===== src/rtl/edge_sync_detect.sv =====
// rtl/edge_sync_detect.sv - multi-channel synchronised, glitch-filtered edge detector with sticky status
// Optional per-channel event counters are built when EDGE_CNT_EN is defined.
module edge_sync_detect #(
    parameter int WIDTH       = 8,
    parameter int SYNC_STAGES = 2,
    parameter int FILT_LEN    = 0,
    parameter int CNT_W       = 8
) (
    input  logic                   clk,
    input  logic                   arstn,
    input  logic [WIDTH-1:0]       in,
    input  logic [2*WIDTH-1:0]     mode,
    input  logic [WIDTH-1:0]       clr,
    output logic [WIDTH-1:0]       pulse,
    output logic [WIDTH-1:0]       level,
    output logic [WIDTH-1:0]       status,
    output logic                   irq,
    output logic [WIDTH*CNT_W-1:0] cnt
);

    localparam int FW = (FILT_LEN == 0) ? 1 : $clog2(FILT_LEN + 1);
    localparam logic [FW-1:0] FILT_MAX = FW'(FILT_LEN);

    for (genvar i = 0; i < WIDTH; i++) begin : g_ch
        logic [SYNC_STAGES-1:0] sync_q;
        logic [FW-1:0]          stab_q;
        logic                   level_q;
        logic                   pulse_q;
        logic                   status_q;
        logic                   sync_out;
        logic                   accept;
        logic                   dir_en;

        assign sync_out = sync_q[SYNC_STAGES-1];
        assign accept   = (sync_out != level_q) && (stab_q == FILT_MAX);
        // mode bit 0 enables rising, bit 1 falling; the new level tells the direction
        assign dir_en   = sync_out ? mode[2*i] : mode[2*i+1];

        always_ff @(posedge clk or negedge arstn) begin
            if (!arstn) begin
                sync_q   <= '0;
                stab_q   <= '0;
                level_q  <= 1'b0;
                pulse_q  <= 1'b0;
                status_q <= 1'b0;
            end else begin
                sync_q <= {sync_q[SYNC_STAGES-2:0], in[i]};
                if (sync_out == level_q) begin
                    stab_q <= '0;
                end else if (stab_q == FILT_MAX) begin
                    level_q <= sync_out;
                    stab_q  <= '0;
                end else begin
                    stab_q <= stab_q + 1'b1;
                end
                pulse_q  <= accept & dir_en;
                // set wins over a simultaneous clear
                status_q <= pulse_q | (status_q & ~clr[i]);
            end
        end

        assign level[i]  = level_q;
        assign pulse[i]  = pulse_q;
        assign status[i] = status_q;

`ifdef EDGE_CNT_EN
        logic [CNT_W-1:0] cnt_q;

        always_ff @(posedge clk or negedge arstn) begin
            if (!arstn) begin
                cnt_q <= '0;
            end else if (clr[i]) begin
                cnt_q <= pulse_q ? CNT_W'(1) : '0;
            end else if (pulse_q && (cnt_q != {CNT_W{1'b1}})) begin
                cnt_q <= cnt_q + 1'b1;
            end
        end

        assign cnt[i*CNT_W +: CNT_W] = cnt_q;
`else
        assign cnt[i*CNT_W +: CNT_W] = '0;
`endif
    end

    assign irq = |status;

endmodule


===== config.mk =====
export PLATFORM = sky130hd
export DESIGN_NAME = edge_sync_detect
export DESIGN_NICKNAME = d
export VERILOG_FILES = /design/src/rtl/edge_sync_detect.sv
export SDC_FILE = /design/constraint.sdc
export NUM_CORES = 1
export LEC_CHECK = 0
export ABC_AREA = 1
export ABC_CLOCK_PERIOD_IN_PS = 1200
export CAP_MARGIN = 0
export CORE_MARGIN = 10
export CORE_UTILIZATION = 35
export DETAILED_ROUTE_END_ITERATION = 12
export PLACE_DENSITY = 0.76
export SKIP_CTS_REPAIR_TIMING = 1
export SYNTH_ARGS = -nofsm -noshare
export SYNTH_HDL_FRONTEND = slang
export SYNTH_SLANG_ARGS = --single-unit
export TNS_END_PERCENT = 20

===== constraint.sdc =====
create_clock -name clk -period 1.2 [get_ports clk]
set_clock_uncertainty 0.05 [all_clocks]
set_input_delay 0.36 -clock clk [delete_from_list [all_inputs] [get_ports clk]]
set_output_delay 0.36 -clock clk [all_outputs]
set_load 0.02 [all_outputs]

After elaboration in Yosys (flattened, before gate mapping)
Cells that the tools add are included.
{"block": "op_classes", "add_sub_neg": 8, "n_mul": 0, "div": 0, "magnitude_cmp": 0, "n_eq_ne": 16, "shifts": 0, "muxes": 24, "bitwise": 48, "n_reduce_logical": 17}
{"operator": "$mux 1", "count": 24}
{"operator": "$not 1->1", "count": 24}
{"operator": "$and 1x1->1", "count": 16}
{"operator": "$reduce_and 2->1", "count": 8}
{"operator": "$add 1x1->1 const B", "count": 8}
{"operator": "$eq 1x1->1", "count": 8}
{"operator": "$logic_and 1x1->1", "count": 8}
{"operator": "$ne 1x1->1", "count": 8}
{"operator": "$or 1x1->1", "count": 8}
{"operator": "$reduce_or 8->1", "count": 1}
{"block": "word_totals", "register_bits": 48, "latch_bits": 0, "ramBits": 0, "rom_bits": 0, "in_bits": 34, "output_inout_bits": 89, "word_cells": 153, "memories": 0}

Logic depth before layout (Yosys ltp)
Gate-level depths: netlist of the first run.
{"block": "depth", "depth_word": 3, "depth_mapped": 4, "depth_no_buf": 4}

Least setup slack after synthesis of the first run
No wires, ideal clock.
{"block": "synth_path", "path_kind": "register to output", "from": "register g_ch[5].status_q", "to": "output port irq", "arrival_time_ns": 0.686, "required_time_ns": 0.790, "setup_slack_ns": 0.104, "stages_incl_launch_ff": 5, "n_path_buf": 0, "path_cell_list": "dfrtp_1 inv_1 nand2_1 nor2_1 nand2_1"}
{"block": "synth_between", "elab_chain_len": 1}
{"item": "from (decl)", "line": "29", "rtl": "logic status_q;"}
{"item": "from (signal assigned)", "line": "58", "rtl": "status_q <= pulse_q | (status_q & ~clr[i]);"}
{"item": "$reduce_or 8->1", "line": "85", "rtl": "assign irq = |status;"}
{"item": "to (decl)", "line": "17", "rtl": "output logic irq,"}
No other way between the ends.

Worst setup path after layout of the first run
{"block": "layout_path", "from": "register g_ch[0].status_q", "to": "output port irq"}
{"block": "layout_between", "elab_chain_len": 1}
{"item": "from (decl)", "line": "29"}
{"item": "from (signal assigned)", "line": "58"}
{"item": "$reduce_or 8->1", "line": "85"}
No other way between the ends.

==> impl_summary.md, run 1 <==
Synth
Averaged over all synthesized cells, the footprint is ~10 um2. The distinct cell type count of the synthesized netlist is 11. After synthesis, the cell types taking the most area are sky130_fd_sc_hd__dfrtp_1, sky130_fd_sc_hd__buf_4, sky130_fd_sc_hd__nand2_1. The area of the mapped netlist is between 0.0015 and 0.002 mm2.

The number of synthesized register bits is 40. Synthesis produced a netlist whose cell count is 200. During synthesis, Yosys emitted a total of 0 warnings. The share of synthesized area in the top cell type comes to 0.503. The leading area contributor after synthesis is sky130_fd_sc_hd__dfrtp_1. The sequential fraction of the synthesis area is 0.503.

Place
In this run, placement finished with an instance count of 317. Routability-driven placement finished with a final weighted congestion of between 0.7 and 0.8. Detailed placement finished with a half-perimeter wire length of approximately 3400 um.

The count of input and output buffers is between 50 and 60.

STA
The routed design could run at a clock period as short as 1.49 ns. The tightest hold path in the finished design has a slack of around 0.3 ns. The final worst slack is -0.288 ns.

The final count of hold timing violations is 0. The final-report max-slew violation count is 0. The count of endpoints failing setup in the final report is 25. The maximum clock frequency is around 670 MHz. In the finished design, the share of the clock period the worst path needs comes to 1.24.

Setup repair after global routing could not meet its margin everywhere.

Critical path
Along the worst path, the maximum fanout reaches 2. Across all register-to-register paths, the minimum setup slack is ~0.34 ns. For the worst setup path, the data arrival time is between 1 and 1.5 ns. The reg-to-reg startpoint is g_ch[2].status_q$_DFF_PN0_. The endpoint identified for the worst register-to-register timing path is g_ch[2].status_q$_DFF_PN0_. The critical path class is reg -> out. For the worst setup path, the data required time is between 0.7 and 0.8 ns. The worst setup path is launched from a register. STA classifies the critical path endpoint as a primary output. Counting cells, the worst reg-to-reg path comes to 4.

Clocking
The CTS tree is done. CTS placed an instance of sky130_fd_sc_hd__clkbuf_8 at the clock tree root. The TritonCTS buffer count is 5.

The count of clock tree sinks is 40. In this run the deepest clock path goes through 2 buffers. The latest clock arrival within the worst-skew pair is roughly 0.28 ns.

The H-tree was split into 2 levels. The post-CTS clock slew at the launch and capture registers of the worst setup and hold paths is roughly 0.07 ns.

Drt
The vias after detailed routing is around 1.2k. For this block, the routed nets add up to 4060 um of wire. The remaining antenna violation count after routing is 0. After detailed routing, the average wire length per cell comes to between 10 and 15 um.

The residual DRC count is 0. The number of optimization iterations in the first detailed-route pass is 4. The ratio of routed vias to standard cells is 3.49. After the first detailed-routing iteration, the DRC count stood at 23.

GRT
The first global-routing pass estimated a little under 6000 um of wire. The largest net degree at the start of global routing is between 40 and 50. The number of antenna violations at the first check in global routing came to 0. The number of global-route vias before repair is roughly 1.2k. The global-route usage over all layers is 0.0839. Summed over all layers, the global routing overflow is 0.

Floorplan
In this run the vertical extent of the chip is ~95 um. The top-level I/O count is 123. After floorplanning, the core was divided into 27 placement rows. The initial standard-cell utilization of the core is 0.362.

The floorplan step defined a die boundary enclosing a little over 0.009 mm2. After floorplanning, the core was sized to cover approximately 0.0055 mm2. The floorplan die width is 95.4 um.

Power and ir drop
Summed over all cells, the static leakage comes to between 0.001 and 0.0015 uW. The maximum ir drop on the vdd rail is slightly above 0.7 mV. The power per cell area is between 1000 and 1500 mW/mm2.

Hold path
The worst hold path begins at g_ch[1].sync_q[0]$_DFF_PN0_. In this run the worst hold path is classified as reg -> reg. The worst hold path terminates at g_ch[1].sync_q[1]$_DFF_PN0_.

The worst hold path passes through 0 cells.

Status
The checks that failed: negative setup slack. The run finished, with violations left.

Job
The number of violations of the max-capacitance limit is 0.

Finish
The area growth from synthesis to final layout is 28.4%. Fill cells in the final layout number ~570. The library cell used most frequently in the layout, excluding fill and tap cells, is sky130_fd_sc_hd__conb_1.

The post-layout net count is slightly below 300. The number of antenna diodes in the final layout is 0. In the layout the commonest cells are sky130_fd_sc_hd__conb_1, sky130_fd_sc_hd__dfrtp_1, sky130_fd_sc_hd__clkdlybuf4s50_1, sky130_fd_sc_hd__buf_4, sky130_fd_sc_hd__nand2_1.

The finished layout holds 333 standard cells, fillers aside. Of the cells placed in the final design, the portion with a size suffix greater than 1 is 0.330.
-- cell families after synthesis --
logic type	Yosys count	share of synthesized area
buffers and inverters	112	0.377
DFF	40	0.503
and+or+nand+nor	39	0.0886
AOI/OAI and AO/OA	8	0.0302
other	1	0.00188
-- worst max path at each step --
stage	start	endpoint	depth (start not counted)	slack, ns
2_1_floorplan	g_ch[5].status_q$_DFF_PN0_	irq	4	0.10
3_3_place_gp	g_ch[7].status_q$_DFF_PN0_	irq	5	-0.41
3_5_place_dp	g_ch[6].status_q$_DFF_PN0_	irq	5	-0.43
4_1_cts	g_ch[6].status_q$_DFF_PN0_	irq	5	-0.75
5_1_grt	g_ch[2].status_q$_DFF_PN0_	irq	5	-0.37
6_report	g_ch[0].status_q$_DFF_PN0_	irq	5	-0.29
-- where the power goes --
group / switching, uW / leakage (uW) / total, uW / internal, uW
combinational: 425 / 0.000801 / 758 / 333
clock: 434 / 0.0000642 / 1250 / 818
sequential: 51.0 / 0.000482 / 1490 / 1440
-- metrics by stage --
stage	setup WS, ns	utilization	total power [uW]	TNS (ns)	area, um2
final	-0.288	0.464	3500	-1.71	2560
after global routing	-0.366	0.464	3680	-2.79	2560
after CTS	-0.749	0.453	3490	-12.72	2490
after detailed placement	-0.427	0.430	2220	-4.59	2370
after global placement	-0.410	0.430	2210	-4.46	2370
after floorplan	0.104	-	2090	0	2230
-- critical path: stages, from the launching register on --
cell and delay (ns):
sky130_fd_sc_hd__dfrtp_1 0.40, sky130_fd_sc_hd__inv_2 0.07, sky130_fd_sc_hd__nand2_2 0.05, sky130_fd_sc_hd__nor2_2 0.09, sky130_fd_sc_hd__nand2_1 0.06, sky130_fd_sc_hd__buf_6 0.13
-- cell usage after synthesis --
master and instances:
sky130_fd_sc_hd__conb_1 1, sky130_fd_sc_hd__dfrtp_1 40, sky130_fd_sc_hd__clkbuf_1 8, sky130_fd_sc_hd__buf_4 88, sky130_fd_sc_hd__nor2_1 2, sky130_fd_sc_hd__inv_2 8
sky130_fd_sc_hd__nor2_2 8, sky130_fd_sc_hd__o21bai_1 8, sky130_fd_sc_hd__inv_1 8, sky130_fd_sc_hd__nand2_1 21, sky130_fd_sc_hd__nand3_1 8
-- area by class of cell --
| type | instances | area (um2) | area share |
|---|---|---|---|
| inverter | 16 | 60.1 | 0.0235 |
| multi-input combinational | 111 | 487 | 0.190 |
| tap | 72 | 90.1 | 0.0352 |
| clock buffer | 5 | 68.8 | 0.0269 |
| sequential | 40 | 1000 | 0.391 |
| timing repair buffer | 87 | 791 | 0.309 |
| clock inverter | 2 | 60.1 | 0.0235 |
-- flip-flops by register name (all words and copies together), names as in the netlist --
name	flops
g_ch.level_q	8
g_ch.pulse_q	8
g_ch.status_q	8
g_ch.sync_q	16
-- metal layers --
metal | GRT usage | vias to the layer above | share of wire
li1 | - | 564 | -
met1 | 0.0764 | 542 | 0.30
met2 | 0.162 | 51 | 0.59
met3 | 0.0322 | 4 | 0.11
met4 | 0.0344 | 0 | 0.010
met5 | 0 | - | 0
No activity file was read; power rests on OpenSTA's default activity.
==> run 2, diff against run 1 <==
Settings changed: TNS_END_PERCENT 20 to 50.
==> impl_summary.md, run 2 (synthesis gave the netlist of run 1 again) <==
Status
The flow ran to the end, but the final reports show violations. The final reports fail on negative setup slack.

Place
The placed cell area came to 0.00237 mm2 (unchanged). The count of input and output buffers is 58 (unchanged). The number of cells in the design after placement is 317 (unchanged). The HPWL after detailed placement is 3400 um (unchanged). The global placement routability congestion is 0.774 (unchanged).

Critical path
The worst register-to-register path begins at g_ch[4].level_q$_DFFE_PN0P_. The capturing element type of the critical path is a primary output. The worst path required time came to 0.79 ns (about the same). The largest stage delay on the critical path is 0.40 ns (about the same).

The data arrival at the endpoint of the critical path is 1.08 ns (about the same). STA classifies the critical path startpoint as a register. The maximum fanout along the worst path was 2 (unchanged).

The terminus of the critical flop-to-flop path is g_ch[4].pulse_q$_DFF_PN0_. The largest individual stage delay along the critical path comes from the cell sky130_fd_sc_hd__dfrtp_1. The critical path starts at g_ch[0].status_q$_DFF_PN0_.

Traced cell by cell, the critical path runs through inv_2 -> nand2_2 -> nor2_2 -> nand2_1 -> buf_6. The register-to-register setup slack was 0.25 ns (-0.09 ns). The path depth of the worst reg2reg path was 5 (+1). The capture point of the critical path is irq.

The critical path class is reg -> out.

Drt
The ratio of routed vias to standard cells came to 3.49 (+0.17%). The vias after detailed routing is 1177 (+1.4%). The remaining antenna violation count after routing is 0 (unchanged).

The number of DRC markers after the initial detailed-route iteration is 23 (unchanged). The final routed wirelength across all metal layers is 4090 um (+0.84%). The number of optimization iterations in the first detailed-route pass is 4 (unchanged). The residual DRC count was 0 (unchanged). The routed wire length per instance was 12.1 um (-0.36%).

Finish
The area used by multi-input combinational logic is 487 um2 (unchanged). The total inserted antenna cells is 0 (unchanged). The final standard cell area without fillers is 0.00259 mm2 (+1.2%). The area growth from synthesis to final layout is 29.9%. The final cell count without fillers is 337 (+1.2%). Ranked by flip-flop count, first place goes to g_ch.sync_q. The library cells used most frequently in the layout, excluding fill and tap cells, are sky130_fd_sc_hd__conb_1, sky130_fd_sc_hd__dfrtp_1, sky130_fd_sc_hd__clkdlybuf4s50_1, sky130_fd_sc_hd__buf_4, sky130_fd_sc_hd__nand2_1. The post-layout net count is 299 (+1.4%). The flip-flop count of the largest register after layout is 16 (unchanged). The fill cell instance count of the final layout is 568 (-0.87%). The fraction of final layout cells with drive strength greater than 1 is 0.340 (+0.0101).

The leading cell type in the layout, fill and taps excluded is sky130_fd_sc_hd__conb_1. The area of all sequential standard cells came to 0.00100 mm2 (unchanged).

Floorplan
The initial standard-cell utilization of the core is 0.362 (unchanged). The die footprint is 0.00911 mm2 (unchanged). The top-level I/O count came to 123 (unchanged). The number of rows created at floorplan is 27 (unchanged). The floorplan die width is 95.4 um (unchanged).

The core box area was 0.00551 mm2 (unchanged). The y dimension of the die is 95.4 um (unchanged).

GRT
The number of antenna violations at the first check in global routing was 0 (unchanged). The number of global-route vias before repair is 1203 (unchanged). The largest net degree at the start of global routing was 41 (unchanged).

The global-route usage over all layers is 0.0839 (unchanged). The global-route congestion overflow total is 0 (unchanged). The global-route wire length before repair is 5900 um (unchanged).

STA
The final worst slack is -0.289 ns (-0.00106 ns). The worst slack on hold paths is 0.300 ns (+0.00000100 ns). The aggregate negative setup slack was -1.73 ns (-0.0215 ns). The maximum clock frequency is 671 MHz (about the same). The post-route fraction of the period consumed by the critical path is 1.24 (about the same).

The final-report max-slew violation count is 0 (unchanged). Setup repair after global routing could not meet its margin everywhere. The minimum clock period after layout is 1.49 ns (+0.00106 ns). The final count of hold timing violations is 0 (unchanged). The count of endpoints failing setup in the final report is 25 (unchanged).

Clocking
The latest clock arrival within the worst-skew pair is 0.28 ns (about the same). The CTS H-tree depth came to 2 (unchanged). The buffer depth of the longest clock path came to 2 (unchanged).

The buffer cell driving the clock tree root is sky130_fd_sc_hd__clkbuf_8. TritonCTS built the clock tree. The count of clock tree sinks is 40 (unchanged). The TritonCTS buffer count is 5 (unchanged).

The post-CTS clock slew at the launch and capture registers of the worst setup and hold paths is 0.07 ns (about the same).

Power and ir drop
The standby leakage power is 0.00137 uW (+1.5%). The maximum ir drop on the vdd rail is 0.727 mV (about the same). The power per cell area is 1360 mW/mm2 (-0.81%).

Hold path
The min-delay analysis places its worst path in the category reg -> reg.

Job
The number of violations of the max-capacitance limit came to 0 (unchanged).
[run 2: cell types whose count changed in the layout (fill, tap and decap cells not counted)]
cell / before / now
sky130_fd_sc_hd__buf_4: 25 / 29
[run 2: worst min path at each step]
stage                                      from                     endpoint  slack, ns  cells past startpoint
finish              g_ch[1].sync_q[0]$_DFF_PN0_  g_ch[1].sync_q[1]$_DFF_PN0_       0.30                      0
global route        g_ch[6].sync_q[0]$_DFF_PN0_  g_ch[6].sync_q[1]$_DFF_PN0_       0.31                      0
CTS                                       arstn   g_ch[5].status_q$_DFF_PN0_      -0.02                      2
detailed placement  g_ch[4].sync_q[0]$_DFF_PN0_  g_ch[4].sync_q[1]$_DFF_PN0_       0.28                      0
global placement    g_ch[2].sync_q[0]$_DFF_PN0_  g_ch[2].sync_q[1]$_DFF_PN0_       0.28                      0
floorplan                                 arstn  g_ch[0].level_q$_DFFE_PN0P_       0.01                      0
[run 2: through the flow]
| step | total power, uW | setup WS (ns) | utilization |
|---|---|---|---|
| detailed placement | 2220 | -0.427 | 0.430 |
| global route | 3690 | -0.366 | 0.470 |
| global placement | 2210 | -0.410 | 0.430 |
| finish | 3510 | -0.289 | 0.470 |
| CTS | 3490 | -0.749 | 0.453 |
| floorplan | 2090 | 0.104 | - |
[run 2: critical path, delay by kind of cell (launching register included)]
family,cells,cell delay [ns]
flops,1,0.40
simple gates,3,0.20
buf+inv,2,0.20
[run 2: where the power goes]
group	leakage [uW]	internal (uW)	total (uW)	switching [uW]
clock network	0.0000642	818	1250	435
logic	0.000820	342	769	427
registers	0.000482	1440	1490	51.0
[run 2: area by class of cell]
class	count	share of cell area
clock buffers	5	0.0266
inverters	16	0.0232
clock inverters	2	0.0232
multi-input cells	111	0.188
repair buffers	91	0.317
well taps	72	0.0348
flip-flops and latches	40	0.387
[run 2: per-layer routing]
metal,GRT usage,routed length [um],vias up
li1,-,-,573
met1,0.0764,1220,546
met2,0.162,2380,52
met3,0.0322,427,6
met4,0.0344,57,0
met5,0,0,-
==> run 3, diff against run 2 <==
Settings changed: GPL_TIMING_DRIVEN set to 0.
==> impl_summary.md, run 3 (synthesis gave the netlist of run 1 again) <==
Status
The run finished, with violations left. The checks that failed: negative setup slack.

Finish
More flip-flops sit in one register than any other, and that register is g_ch.sync_q. The area growth from synthesis to final layout is 55.0%. The flip-flop count of the largest register after layout is 16 (unchanged).

The fill cell instance count of the final layout is 524 (-7.7%). The total inserted antenna cells came to 0 (unchanged). The post-layout net count is 363 (+21%). The library cell used most frequently in the layout, excluding fill and tap cells, is sky130_fd_sc_hd__buf_4.

The fraction of final layout cells with drive strength greater than 1 is 0.432 (+0.0920). The library cells used most frequently in the layout, excluding fill and tap cells, are sky130_fd_sc_hd__buf_4, sky130_fd_sc_hd__conb_1, sky130_fd_sc_hd__dfrtp_1, sky130_fd_sc_hd__buf_6, sky130_fd_sc_hd__clkdlybuf4s50_1.

Drt
The detailed route wirelength on metal3 is 455 um (+6.6%). The topmost layer with routed signal wires is met4. The length of routed wiring on met1 is 1340 um (+9.5%).

The number of DRC markers after the initial detailed-route iteration is 8 (-65%). The ratio of routed vias to standard cells is 3.32 (-5.0%). The vias after detailed routing is 1331 (+13%). The residual DRC count is 0 (unchanged). The number of optimization iterations in the first detailed-route pass came to 2 (-2). The routed wire length per instance is 11.3 um (-6.9%).

The final routed wirelength across all metal layers is 4530 um (+11%). The remaining antenna violation count after routing is 0 (unchanged). The met2 wire length is 2710 um (+14%).

Critical path
The maximum fanout along the worst path is 2 (unchanged). Tracing the worst setup path back leads to its startpoint at g_ch[1].status_q$_DFF_PN0_. The largest stage delay on the critical path is 0.38 ns (-0.02 ns).

The path depth of the worst reg2reg path is 4 (-1). STA classifies the critical path startpoint as a register. The register-to-register setup slack was 0.33 ns (+0.08 ns). The data arrival at the endpoint of the critical path is 1.10 ns (+0.02 ns).

The critical path goes through inv_1 -> nand2_1 -> nor2_1 -> nand2_1 -> buf_6. The reg-to-reg startpoint is g_ch[1].level_q$_DFFE_PN0P_. The worst path required time was 0.79 ns (about the same). The endpoint identified for the worst register-to-register timing path is g_ch[1].pulse_q$_DFF_PN0_. The kind of cell adding the most delay to the critical path is flip-flops. The buffers plus inverters on the worst setup path is 2 (unchanged). The cell type with the highest occurrence count on the critical path is sky130_fd_sc_hd__nand2_1. The number of gates on the worst path with buffers counted came to 5 (unchanged). The slowest stage cell on the critical path is sky130_fd_sc_hd__dfrtp_1. The capturing element type of the critical path is a primary output. By startpoint and endpoint, the worst setup path is classified as reg -> out.

Place
The global placement routability congestion is 0.724 (-6.5%). The minimum setup slack after placement is -0.433 ns (-0.00507 ns). The count of input and output buffers is 58 (unchanged). The HPWL after detailed placement is 3770 um (+11%).

STA
The post-route fraction of the period consumed by the critical path came to 1.26 (+0.0191). The relative slew slack is 0.416. Setup repair after global routing could not meet its margin everywhere.

The final worst slack was -0.312 ns (-0.0229 ns). The final-report max-slew violation count came to 0 (unchanged). The slew at the pin with the worst max-slew slack is around 0.88 ns. The minimum clock period after layout is 1.51 ns (+0.0229 ns).

The maximum clock frequency is 661 MHz (-1.5%). The count of endpoints failing setup in the final report is 25 (unchanged). The final count of hold timing violations came to 0 (unchanged). The worst slack on hold paths is 0.138 ns (-0.161 ns).

Power and ir drop
The power per cell area is 1190 mW/mm2 (-12%). The maximum ir drop on the vdd rail is 0.733 mV (+0.85%). The standby leakage power is 0.00171 uW (+25%). The total power after layout came to 3680 uW (+4.9%).

Clocking
The TritonCTS buffer count is 5 (unchanged). The CTS H-tree depth is 2 (unchanged). The cell sitting at the root of the clock tree is a sky130_fd_sc_hd__clkbuf_8. The latest clock arrival within the worst-skew pair is 0.28 ns (about the same). TritonCTS built the clock tree.

The buffer depth of the longest clock path is 2 (unchanged). The post-CTS clock slew at the launch and capture registers of the worst setup and hold paths was 0.07 ns (about the same). The count of clock tree sinks is 40 (unchanged).

Floorplan
The core box area came to 0.00551 mm2 (unchanged). The y dimension of the die is 95.4 um (unchanged). The die footprint is 0.00911 mm2 (unchanged).

The initial standard-cell utilization of the core is 0.362 (unchanged). The floorplan die width is 95.4 um (unchanged). The top-level I/O count is 123 (unchanged). The number of rows created at floorplan is 27 (unchanged).

GRT
The largest net degree at the start of global routing is 41 (unchanged). The global-route wire length before repair is 6610 um (+12%). The global-route usage over all layers was 0.0931 (+0.00925). The number of global-route vias before repair is 1350 (+12%).

The number of antenna violations at the first check in global routing is 0 (unchanged). The global-route congestion overflow total is 0 (unchanged).

Hold path
The path class of the lowest-slack min-delay path is in -> async.

Job
The number of violations of the max-capacitance limit was 0 (unchanged).
==> run 3: changes by cell type in the layout (fill, tap and decap cells not counted), moves of 2 or more <==
cell / before / now
sky130_fd_sc_hd__nor2_2: 10 / 8
sky130_fd_sc_hd__nand2_2: 2 / 0
sky130_fd_sc_hd__clkbuf_1: 0 / 8
sky130_fd_sc_hd__buf_4: 29 / 82
sky130_fd_sc_hd__buf_2: 10 / 1
sky130_fd_sc_hd__buf_6: 18 / 32
sky130_fd_sc_hd__nor2_1: 0 / 2
sky130_fd_sc_hd__nand2_1: 19 / 21
==> run 3: area by class of cell <==
class | count | area (um2) | share of cell area
plain buffers | 85 | 634 | 0.205
clock buffers | 5 | 68.8 | 0.0223
inverters | 16 | 60.1 | 0.0194
multi-input cells | 111 | 477 | 0.154
flip-flops and latches | 40 | 1000 | 0.324
clock inverters | 2 | 60.1 | 0.0194
repair buffers | 70 | 697 | 0.226
well taps | 72 | 90.1 | 0.0292
==> run 3: per-layer routing <==
| layer | vias to the layer above | global-route usage |
|---|---|---|
| met3 | 4 | 0.0471 |
| li1 | 700 | - |
| met1 | 579 | 0.0815 |
| met4 | 0 | 0.0258 |
| met5 | - | 0 |
| met2 | 48 | 0.181 |
==> run 3: worst max path at each step <==
stage / end
final: irq
after global placement: g_ch[0].pulse_q$_DFF_PN0_
after floorplan: irq
after detailed placement: irq
after CTS: irq
after global routing: irq
==> run 3: through the flow <==
stage	instances	utilization	area [um2]	TNS, ns
detailed placement	393	0.526	2890	-6.68
finish	401	0.561	3090	-2.51
CTS	400	0.549	3020	-14.79
global placement	393	0.526	2900	-57.43
global route	401	0.561	3090	-3.47
floorplan	263	-	2230	0
==> run 3: where the power goes <==
part           leakage, uW  switching (uW)  internal (uW)
registers         0.000482            56.5           1440
clock network    0.0000642             444            818
logic              0.00116             446            480
total              0.00171             947           2730
